<file path="src/rtl/vga_pkg.sv">
// Shared constants, types and helpers for the frame-buffer arbiter.
package vga_pkg;

  localparam int FB_W     = 160;
  localparam int FB_H     = 120;
  localparam int SCALE_SH = 2;
  localparam int FB_DEPTH = FB_W * FB_H;
  localparam int ADDR_W   = 15;
  localparam int PIX_W    = 12;

  typedef logic [PIX_W-1:0]  pix_t;
  typedef logic [ADDR_W-1:0] addr_t;

  typedef enum logic [1:0] {
    SEL_IDLE,
    SEL_DISP,
    SEL_W0,
    SEL_W1
  } arb_sel_t;

  // Map a 640x480 display coordinate onto the down-scaled frame buffer.
  function automatic addr_t disp_addr(input logic [9:0] row, input logic [9:0] col);
    addr_t r;
    addr_t c;
    r = addr_t'(row >> SCALE_SH);
    c = addr_t'(col >> SCALE_SH);
    return addr_t'(r * addr_t'(FB_W) + c);
  endfunction

endpackage

</file>
<file path="src/rtl/vram_rr_pick.sv">
// Two-way round-robin picker. A request whose ack is currently high is
// masked so a writer that is still dropping its request is not granted twice.
module vram_rr_pick (
  input  logic [1:0] req,
  input  logic [1:0] ack_mask,
  input  logic       ptr,
  output logic [1:0] gnt,
  output logic       ptr_next
);

  logic [1:0] elig;

  assign elig = req & ~ack_mask;

  // Choose one eligible writer; the pointer always moves past the winner.
  always_comb begin
    // NOTE: every output gets a default first so no path leaves it unassigned (no latch).
    gnt      = 2'b00;
    ptr_next = ptr;
    unique case (elig)
      2'b01: begin
        gnt      = 2'b01;
        ptr_next = 1'b1;
      end
      2'b10: begin
        gnt      = 2'b10;
        ptr_next = 1'b0;
      end
      2'b11: begin
        gnt      = ptr ? 2'b10 : 2'b01;
        ptr_next = ~ptr;
      end
      default: ;
    endcase
  end

endmodule

</file>
<file path="src/rtl/vram_arbiter.sv">
// Frame-buffer RAM arbiter: display reads win outright, two game-side
// writers share the leftover cycles round-robin, and read data comes back
// on d_out three cycles after the rdn=0 sample.
module vram_arbiter
  import vga_pkg::*;
(
  input  logic              vga_clk,
  input  logic              clrn,
  input  logic              rdn,
  input  logic [9:0]        row_addr,
  input  logic [9:0]        col_addr,
  output logic [PIX_W-1:0]  d_out,
  output logic              d_valid,
  input  logic [1:0]        wr_req,
  input  logic [ADDR_W-1:0] wr_addr0,
  input  logic [ADDR_W-1:0] wr_addr1,
  input  logic [PIX_W-1:0]  wr_data0,
  input  logic [PIX_W-1:0]  wr_data1,
  output logic [1:0]        wr_ack,
  output logic              wr_err,
  output logic [ADDR_W-1:0] ram_addr,
  output logic              ram_we,
  output logic [PIX_W-1:0]  ram_wdata,
  input  logic [PIX_W-1:0]  ram_rdata
);

  addr_t      ram_addr_q,  ram_addr_d;
  logic       ram_we_q,    ram_we_d;
  pix_t       ram_wdata_q, ram_wdata_d;
  logic [1:0] wr_ack_q,    wr_ack_d;
  logic       wr_err_q,    wr_err_d;
  logic       ptr_q,       ptr_d;
  logic       disp_v1_q,   disp_v1_d;
  logic       disp_v2_q,   disp_v2_d;
  logic       d_valid_q,   d_valid_d;
  pix_t       d_out_q,     d_out_d;

  logic [1:0] gnt;
  logic       ptr_next;
  arb_sel_t   sel;
  addr_t      w_addr;
  pix_t       w_data;

  vram_rr_pick u_pick (
    .req      (wr_req),
    .ack_mask (wr_ack_q),
    .ptr      (ptr_q),
    .gnt      (gnt),
    .ptr_next (ptr_next)
  );

  // One decision per cycle: display first, then the picked writer, else idle.
  always_comb begin
    if (!rdn)        sel = SEL_DISP;
    else if (gnt[0]) sel = SEL_W0;
    else if (gnt[1]) sel = SEL_W1;
    else             sel = SEL_IDLE;

    w_addr = (sel == SEL_W1) ? wr_addr1 : wr_addr0;
    w_data = (sel == SEL_W1) ? wr_data1 : wr_data0;

    ram_addr_d  = ram_addr_q;
    ram_we_d    = 1'b0;
    ram_wdata_d = ram_wdata_q;
    wr_ack_d    = 2'b00;
    wr_err_d    = 1'b0;
    ptr_d       = ptr_q;

    unique case (sel)
      SEL_DISP: ram_addr_d = disp_addr(row_addr, col_addr);
      SEL_W0, SEL_W1: begin
        ptr_d = ptr_next;
        wr_ack_d[(sel == SEL_W1) ? 1 : 0] = 1'b1;
        if (w_addr < addr_t'(FB_DEPTH)) begin
          ram_we_d    = 1'b1;
          ram_addr_d  = w_addr;
          ram_wdata_d = w_data;
        end else begin
          // Off the end of the frame buffer: retire the request, flag it, leave RAM alone.
          wr_err_d = 1'b1;
        end
      end
      default: ;
    endcase

    // Read return: stage 1 is the address cycle, stage 2 the RAM data cycle.
    disp_v1_d = (sel == SEL_DISP);
    disp_v2_d = disp_v1_q;
    d_valid_d = disp_v2_q;
    d_out_d   = disp_v2_q ? ram_rdata : '0;
  end

  // State and registered outputs.
  always_ff @(posedge vga_clk) begin
    // NOTE: clrn is sampled on the clock edge (synchronous reset), so it belongs inside the clocked branch only.
    if (!clrn) begin
      ram_addr_q  <= '0;
      ram_we_q    <= 1'b0;
      ram_wdata_q <= '0;
      wr_ack_q    <= 2'b00;
      wr_err_q    <= 1'b0;
      ptr_q       <= 1'b0;
      disp_v1_q   <= 1'b0;
      disp_v2_q   <= 1'b0;
      d_valid_q   <= 1'b0;
      d_out_q     <= '0;
    end else begin
      // NOTE: non-blocking updates so every flop samples pre-edge values, independent of statement order.
      ram_addr_q  <= ram_addr_d;
      ram_we_q    <= ram_we_d;
      ram_wdata_q <= ram_wdata_d;
      wr_ack_q    <= wr_ack_d;
      wr_err_q    <= wr_err_d;
      ptr_q       <= ptr_d;
      disp_v1_q   <= disp_v1_d;
      disp_v2_q   <= disp_v2_d;
      d_valid_q   <= d_valid_d;
      d_out_q     <= d_out_d;
    end
  end

  assign ram_addr  = ram_addr_q;
  assign ram_we    = ram_we_q;
  assign ram_wdata = ram_wdata_q;
  assign wr_ack    = wr_ack_q;
  assign wr_err    = wr_err_q;
  assign d_valid   = d_valid_q;
  assign d_out     = d_out_q;

endmodule

</file>
<file path="config.mk">
export PLATFORM = sky130hd
export DESIGN_NAME = vram_arbiter
export DESIGN_NICKNAME = d
export VERILOG_FILES = /design/src/rtl/vga_pkg.sv /design/src/rtl/vram_rr_pick.sv /design/src/rtl/vram_arbiter.sv
export SDC_FILE = /design/constraint.sdc
export NUM_CORES = 1
export LEC_CHECK = 0
export BUFFER_PORTS_ARGS = -buffer_cell sky130_fd_sc_hd__buf_2
export CAP_MARGIN = 10
export CELL_PAD_IN_SITES_DETAIL_PLACEMENT = 1
export CELL_PAD_IN_SITES_GLOBAL_PLACEMENT = 1
export CORE_MARGIN = 2
export CORE_UTILIZATION = 33
export DETAILED_ROUTE_END_ITERATION = 8
export GPL_ROUTABILITY_DRIVEN = 1
export PLACE_DENSITY_LB_ADDON = 0.1
export SLEW_MARGIN = 25
export SYNTH_ARGS = -nofsm -noshare
export SYNTH_HDL_FRONTEND = slang
export SYNTH_SLANG_ARGS = --single-unit
</file>
<file path="constraint.sdc">
create_clock -name vga_clk -period 2.4 [get_ports vga_clk]
set_input_delay 0.24 -clock vga_clk [delete_from_list [all_inputs] [get_ports vga_clk]]
set_output_delay 0.24 -clock vga_clk [all_outputs]
set_load 0.02 [all_outputs]
</file>
# Word level (Yosys, flattened, before mapping)

Cells that the tools add are included.
Widths: inputs -> output; s select.

Memories kept: 0
Bits in latches: 0
Bits in writable memories: 0
Bits in read-only memories: 0
Output and inout bits: 44
Flip-flop bits (word level): 47

Shift-type cells: 0
Mux-type cells: 15
Equality and inequality tests: 7
Reduce and logical (&&, ||, !) cells: 9
Magnitude comparators: 3
Multipliers: 1
Bitwise logic cells: 3
Add/subtract/negate cells: 1
Divide/modulo/power cells: 0

Operator list:

| kind                 | number |
|---|---|
| $mux 15              | 2 |
| $pmux 15 s2          | 1 |
| $add 15x8->15        | 1 |
| $lt 15x15->1 const B | 1 |
| $mux 12              | 1 |
| $mul 8x3->10 const B | 1 |
| $reduce_and 2->1     | 5 |
| $eq 2x2->1 const B   | 4 |
| $mux 2               | 4 |
| $pmux 2 s3           | 1 |
| $eq 2x1->1 const B   | 2 |
| $mux 1               | 4 |
| $pmux 1 s3           | 1 |
| $reduce_bool 3->1    | 1 |
| $and 2x2->2          | 1 |
| $lt 1x2->1 const B   | 1 |
| $ne 2x2->1 const B   | 1 |
| $not 2->2            | 1 |
| $reduce_bool 2->1    | 1 |
| $reduce_or 2->1      | 1 |
| $demux 1 s1          | 1 |
| $ge 1x1->1 const B   | 1 |
| $logic_and 1x1->1    | 1 |
| $not 1->1            | 1 |

# Logic depth before layout (Yosys ltp)

Gate-level depths: netlist (run 1).

Depth in word-level cells: 13
Depth in mapped cells: 10
Mapped depth without buffers: 10

# By module

Synthesis (run 1) repeated with hierarchy kept, for this count alone.

Cell total of the unflattened synthesis: 297
Area, all modules: 2,667.6 µm²

By module, submodules not included:

| module       | area an instance (µm²) | cells each | times used | seq. area each (µm²) |
|---|---|---|---|---|
| vram_arbiter | 2,615.0                | 290        | 1          | 940.9 |
| vram_rr_pick | 52.6                   | 7          | 1          | 0.0 |

# Worst setup path before layout (run 1)

OpenSTA, ideal clock, no wires.

Path type: input to register
Start point: input row_addr[3]
End point: register ram_addr_q[14] (netlist: ram_addr[14])
Setup time: 0.086 ns
Arrival: 2.126 ns
Stages on the path: 10
Path buffers: 0
Required time: 2.314 ns
Slack: 0.187 ns
Path through: ha_1 ha_1 inv_1 fa_1 xor2_1 nor2_1 nor4b_2 nand3_1 xnor2_1 a221oi_2

Longest elaborated chain between the ends: 3

RTL lines:

| item                   | line                | RTL |
|---|---|---|
| start: declaration     | vram_arbiter.sv:10  | `input logic [9:0] row_addr,` |
| $mul 8x3->10           | vga_pkg.sv:27       | `return addr_t'(r * addr_t'(FB_W) + c);` |
| $add 15x8->15          | vga_pkg.sv:27       |  |
| $pmux 15 s2            | vram_arbiter.sv:69  | `unique case (sel)` |
| end signal: assignment | vram_arbiter.sv:109 | `ram_addr_q <= ram_addr_d;` |
| end: declaration       | vram_arbiter.sv:27  | `addr_t ram_addr_q, ram_addr_d;` |

Every way passes these cells.
A chain may end at the register's enable or synchronous reset.

# Worst setup path after layout (run 1)

Same ends and word-level chain as after synthesis.

==> results of run 1 <==
[area by class of cell]
cell class	instances	area, µm²
Inverter	12	45.0
Tap cell	105	131
Sequential cell	47	941
Clock buffer	5	68.8
Timing Repair Buffer	146	771
Multi-Input combinational cell	208	1630
Fill cell	988	4490
Clock inverter	3	23.8
[routing by layer]
layer  up-vias  wire length, µm  track usage (%)
li1       1307                -                -
met1      1230             3410             20.8
met2        68             3720             29.7
met3         5              390             3.11
met4         0               81             3.99
met5         -                0                0
[through the flow]
stage / cell area [µm²] / hold slack (ns) / util [%]
floorplan: 2720 / 0.352 / -
global placement: 3510 / 0.414 / 43.4
detailed placement: 3510 / 0.425 / 43.4
CTS: 3610 / 0.161 / 44.6
global route: 3610 / 0.158 / 44.6
finish: 3610 / 0.168 / 44.6
[path summary, 6_finish.rpt]
kind	start	to	slack (ns)	cells after the start
worst max-delay path	row_addr[3]	ram_addr[14]	0.23	11
worst min-delay path	ram_rdata[5]	d_out[5]	0.17	2
worst max register to register	wr_ack[0]	ram_wdata[9]	0.66	7
worst min register to register	disp_v1_q	d_valid_d	0.45	1
[power groups by stage]
stage / Combinational [mW] / Clock [mW] / Sequential (mW)
6_report: 0.651 / 0.489 / 0.867
5_1_grt: 0.724 / 0.542 / 0.875
4_1_cts: 0.661 / 0.508 / 0.868
3_5_place_dp: 0.657 / 0 / 0.886
3_3_place_gp: 0.643 / 0 / 0.884
2_1_floorplan: 0.359 / 0 / 0.950
[worst max-delay path, cell delays in order]
cell and delay [ns]:
buf_2 0.11, ha_1 0.27, ha_1 0.17, inv_1 0.06, fa_1 0.40, nor2b_1 0.17, o22ai_1 0.12, xnor2_1 0.30
nand3_1 0.15, xnor2_1 0.17, a221oi_2 0.23
[cells by family after synthesis]
kind of cell             synth area share (%)
AO/OA/AOI/OAI                            21.9
buffers and inverters                    5.61
AND/OR/NAND/NOR                          19.1
multiplexers                             7.55
XOR/XNOR                                 2.90
flip-flops                               34.6
adder cells (fa/ha/maj)                  8.38
[registers in the layout (all words and copies together), names as in the netlist]
name,cells
d_out,12
d_valid,1
d_valid_d,1
disp_v1_q,1
ptr_q,1
ram_addr,15
ram_wdata,12
ram_we,1
wr_ack,2
wr_err,1
[placed cells by master (no fill, tap or decap), types with 2 or more instances in the layout]
cell type | synthesis | final
a211o_1 | 3 | 3
a211oi_1 | 8 | 8
a211oi_2 | 9 | 9
a21oi_1 | 6 | 6
a311oi_1 | 6 | 6
and2_1 | 2 | 2
and3_1 | 17 | 17
buf_2 | 2 | 130
buf_4 | 1 | 16
clkbuf_8 | 0 | 5
clkinvlp_4 | 0 | 2
dfxtp_1 | 47 | 47
fa_1 | 2 | 2
ha_1 | 15 | 15
inv_1 | 12 | 12
mux2i_1 | 18 | 18
nand2_1 | 16 | 16
nand2b_1 | 2 | 2
nand3_1 | 2 | 2
nand4_1 | 2 | 2
nor2_1 | 27 | 27
nor2_2 | 8 | 8
nor2b_1 | 4 | 4
nor3_1 | 4 | 4
o211a_1 | 4 | 4
o211ai_1 | 4 | 4
o21ai_0 | 7 | 7
o21ai_2 | 2 | 2
o221ai_1 | 9 | 9
xnor2_1 | 5 | 5
xor2_1 | 4 | 4
==> metrics.cfg, run 1 <==
[hold_path]
hold_class = in -> reg

[pwr]
finalPower_mw = 2.01
combPwrFrac_pct = 32.4
leakage_nw = 1.78
power.share.sequential_pct = 43.2
vdd_drop_max_mv = 0.230
swShare_pct = 33.7
switching_power_mw = 0.676
clkPwrFrac_pct = 24.4
internal_power_mw = 1.33
pwr_density_cell_nw_per_um2 = 557

[critical_path]
crit_fanout = 3
startpoint_type = input pin
critical_path_class = in -> reg
arrival_ns = 2.39
crit_path_end_kind = register
crit_required_ns = 2.61

[yosys]
synth_flop_cell = dfxtp_1
yosysTopAreaCell = dfxtp_1
synth_edf_count = 0
ys_types = 53
synth-seq-cells = 47
syn_area_per_cell_um2 = 9.57
synth_commonest_cells = dfxtp_1 (47), nor2_1 (27), mux2i_1 (18), and3_1 (17), nand2_1 (16)
synth_top_cell_area_share_pct = 34.6
async_reset_ff_share_pct = 0
syn_area_um2 = 2720
synth_nets = 392
synth_most_common_cell = dfxtp_1
synth_warnings = 0
seq_area_frac_synth_pct = 34.6
synth_cells = 284
netlist_top_cells_area = dfxtp_1 (35%), ha_1 (6.9%), mux2i_1 (6.6%), a211oi_2 (4.1%), and3_1 (3.9%)

[die]
die_x_um = 94.8
start_util_pct = 33.6
num_rows = 33
die_h_um = 94.8
die_area_um2 = 8980
core_area_um2 = 8090
io_pins = 135

[timing]
hold_viol_final = 0
period_minus_slack_ns = 2.17
layout_setup_ws_ns = 0.225
finalClockSkew_ns = 0.00753
rsz0062_at_grt = no
tns_ns = 0
fin_crit_sh_pct = 90.6
slew_headroom_pct = 50.2
timing.final.max_slew_violations = 0
max_slew.worst_pin.slew_ns = 0.742
final-setup-viol-count = 0
fmax_ghz = 0.460

[global_routing]
grt_pass1_wl_mm = 11.9
groute.usage.overall_pct = 16.7
grt_max_degree = 26
antenna_found_initial = 0
grt_overflow_total = 0
first_global_vias = 2526

[layout]
nNetsFinal = 528
antennaDiodeCount = 0
final_cell_count_no_fill = 526
area_growth_pct = 32.6
drive_gt1_share_pct = 44.2

[placed_design]
io_buffers = 130
place_ws_ns = -0.0910
dpl.hpwl_mm = 6.23
place_inst = 518
place.gp.congestion = 0.755

[cts]
cts_hold_buf = 0
root_buffer = clkbuf_8
clockBufferDepth = 2
clock_sinks = 47
cts_resized = 0
post_cts_buffers = 0
clock_latency_ns = 0.30
htreeDepth = 2
path_clk_slew_ns = 0.09
cts_tree = yes
numCtsBuffers = 5

[route]
post_drt_wl_per_cell_um = 14.5
dr_total_vias = 2610
routed_wl_mm = 7.60
vias_per_cell = 4.96
drtPass1Iterations = 4
ant_nets = 0
drt_iter0_drc = 63
drc = 0

[outcome]
outcome = finished, final reports clean

[job]
cap_violations = 0

(Power assumes the default switching activity.)
==> run 2: changes to the inputs <==
--- a/config.mk
+++ b/config.mk
@@ -9,6 +9,7 @@
 export CAP_MARGIN = 10
 export CELL_PAD_IN_SITES_DETAIL_PLACEMENT = 1
 export CELL_PAD_IN_SITES_GLOBAL_PLACEMENT = 1
+export CORE_ASPECT_RATIO = 0.7
 export CORE_MARGIN = 2
 export CORE_UTILIZATION = 33
 export DETAILED_ROUTE_END_ITERATION = 8
==> run 2 against run 1 <==
Net effect: critical path depth unchanged; clock skew up 0.0013 ns; critical endpoint is now ram_addr[13]; design area grew 1.9%; global-route usage increased by 1.4 points; register-to-register slack got worse by 0.27 ns; worst hold slack improved by 0.0081 ns; clock-buffer cell count unchanged; flip-flop and latch count unchanged; combinational power increased by 0.9%; setup slack gained 0.0012 ns; clock power grew 66%; first-iteration DRC count rose by 54%.
==> metrics.cfg, run 2 (synthesis results as in run 1) <==
[critical_path]
worst_r2r_endpoint = ram_wdata[9]
crit_fanout = 3
timing.rr.start = wr_ack[0]
critical_path_class = in -> reg
crit_path_end = ram_addr[13]
startpoint_type = input pin
r2r_slack_ns = 0.39
crit_required_ns = 2.57
ff2ff_path_depth = 6
setup.worst_path.start = row_addr[3]
arrival_ns = 2.35
crit_path_end_kind = register

[cts]
clock_sinks = 47
path_clk_slew_ns = 0.07
cts_hold_buf = 0
clockBufferDepth = 2
cts_tree = yes
htreeDepth = 2
root_buffer = clkbuf_16
numCtsBuffers = 5
clock_latency_ns = 0.30

[layout]
mostFrequentLayoutCells = buf_2 (130), dfxtp_1 (47), nor2_1 (27)
final_cell_count_no_fill = 521
fillerInstances = 969
layout_commonest_cell = buf_2
nNetsFinal = 526
area_growth_pct = 35.2
multiInputGateArea_um2 = 1630
largest_reg_flops = 15
final_cell_area_um2 = 3680
drive_gt1_share_pct = 43.9
register_area_um2 = 941

[route]
met2WireLength_mm = 3.56
vias_per_cell = 4.98
drt_iter0_drc = 97
routed_wl_mm = 7.97
drc = 0
post_drt_wl_per_cell_um = 15.3
drtPass1Iterations = 4
ant_nets = 0
dr_total_vias = 2592
wl_met1_mm = 3.80
top_layer = met4
wl_met3_um = 528

[timing]
slew_headroom_pct = 52.1
tns_ns = 0
layout_setup_ws_ns = 0.227
final-setup-viol-count = 0
period_minus_slack_ns = 2.17
max_slew.worst_pin.slew_ns = 0.717
rsz0062_at_grt = no
hold_viol_final = 0
fin_crit_sh_pct = 90.6
timing.final.max_slew_violations = 0
finalClockSkew_ns = 0.00880
fmax_ghz = 0.460
whs_ns = 0.176

[global_routing]
grt_pass1_wl_mm = 12.8
grt_overflow_total = 0
antenna_found_initial = 2
grt_max_degree = 26
groute.usage.overall_pct = 18.2
first_global_vias = 2582

[job]
cap_violations = 0

[die]
die_h_um = 79.9
die_area_um2 = 8990
die_x_um = 112
io_pins = 135
num_rows = 27
core_area_um2 = 7940
start_util_pct = 34.2

[pwr]
swShare_pct = 30.8
combPwrFrac_pct = 28.1
leakage_nw = 1.82
switching_power_mw = 0.719
pwr_density_cell_nw_per_um2 = 636
clkPwrFrac_pct = 34.7
internal_power_mw = 1.62
power.share.sequential_pct = 37.2
vdd_drop_max_mv = 0.373

[placed_design]
place_area_um2 = 3490
place_ws_ns = -0.121
io_buffers = 130
place_inst = 512
dpl.hpwl_mm = 6.39
place.gp.congestion = 0.760

[hold_path]
hold_class = in -> reg

[outcome]
outcome = finished, final reports clean

-- run 2: power groups by stage --
stage | combinational (mW) | clock [mW] | sequential, mW
after floorplan | 0.359 | 0 | 0.950
after global placement | 0.645 | 0 | 0.885
after detailed placement | 0.658 | 0 | 0.887
after CTS | 0.662 | 0.832 | 0.871
after global routing | 0.726 | 0.874 | 0.878
final | 0.657 | 0.811 | 0.870
-- run 2: per-layer routing --
metal | vias to the layer above | global-route usage [%]
met2 | 81 | 28.7
li1 | 1308 | -
met3 | 8 | 5.77
met5 | - | 0
met1 | 1195 | 24.1
met4 | 0 | 4.76
-- run 2: timing repair --
item                                   in CTS  in global routing
gates resized for setup                     0                  1
setup buffers                               0                  0
endpoints found under the hold margin       0                  0
setup endpoints to repair                   0                  1
-- run 2: cell type report --
| cell class | count | area share, % |
|---|---|---|
| Tap cell | 101 | 3.44 |
| Antenna cell | 1 | 0.0681 |
| Multi-Input combinational cell | 208 | 44.5 |
| Clock buffer | 5 | 3.40 |
| Inverter | 12 | 1.23 |
| Sequential cell | 47 | 25.6 |
| Clock inverter | 3 | 1.26 |
| Timing Repair Buffer | 144 | 20.6 |
-- run 2: how the worst min path moves through the flow --
stage	depth (start not counted)	endpoint	startpoint	slack, ns
floorplan	2	disp_v1_q	clrn	0.35
global placement	1	d_valid_d	disp_v1_q	0.41
detailed placement	1	d_valid_d	disp_v1_q	0.42
CTS	2	d_out[11]	ram_rdata[11]	0.17
global route	2	d_out[5]	ram_rdata[5]	0.16
finish	2	d_out[8]	ram_rdata[8]	0.18
-- run 2: worst max-delay path, stage by stage --
cell and delay (ns):
buf_2 0.11, ha_1 0.27, ha_1 0.16, inv_1 0.06
fa_1 0.40, nor2b_1 0.18, o22ai_1 0.12, xnor2_1 0.28
nand4_1 0.15, xor2_1 0.24, o221ai_1 0.14
-- run 2: per-stage QoR --
step / total power [mW] / utilization, %
final: 2.34 / 46.3
after global routing: 2.48 / 46.3
after CTS: 2.36 / 46.2
after detailed placement: 1.55 / 44.0
after global placement: 1.53 / 44.0
after floorplan: 1.31 / -
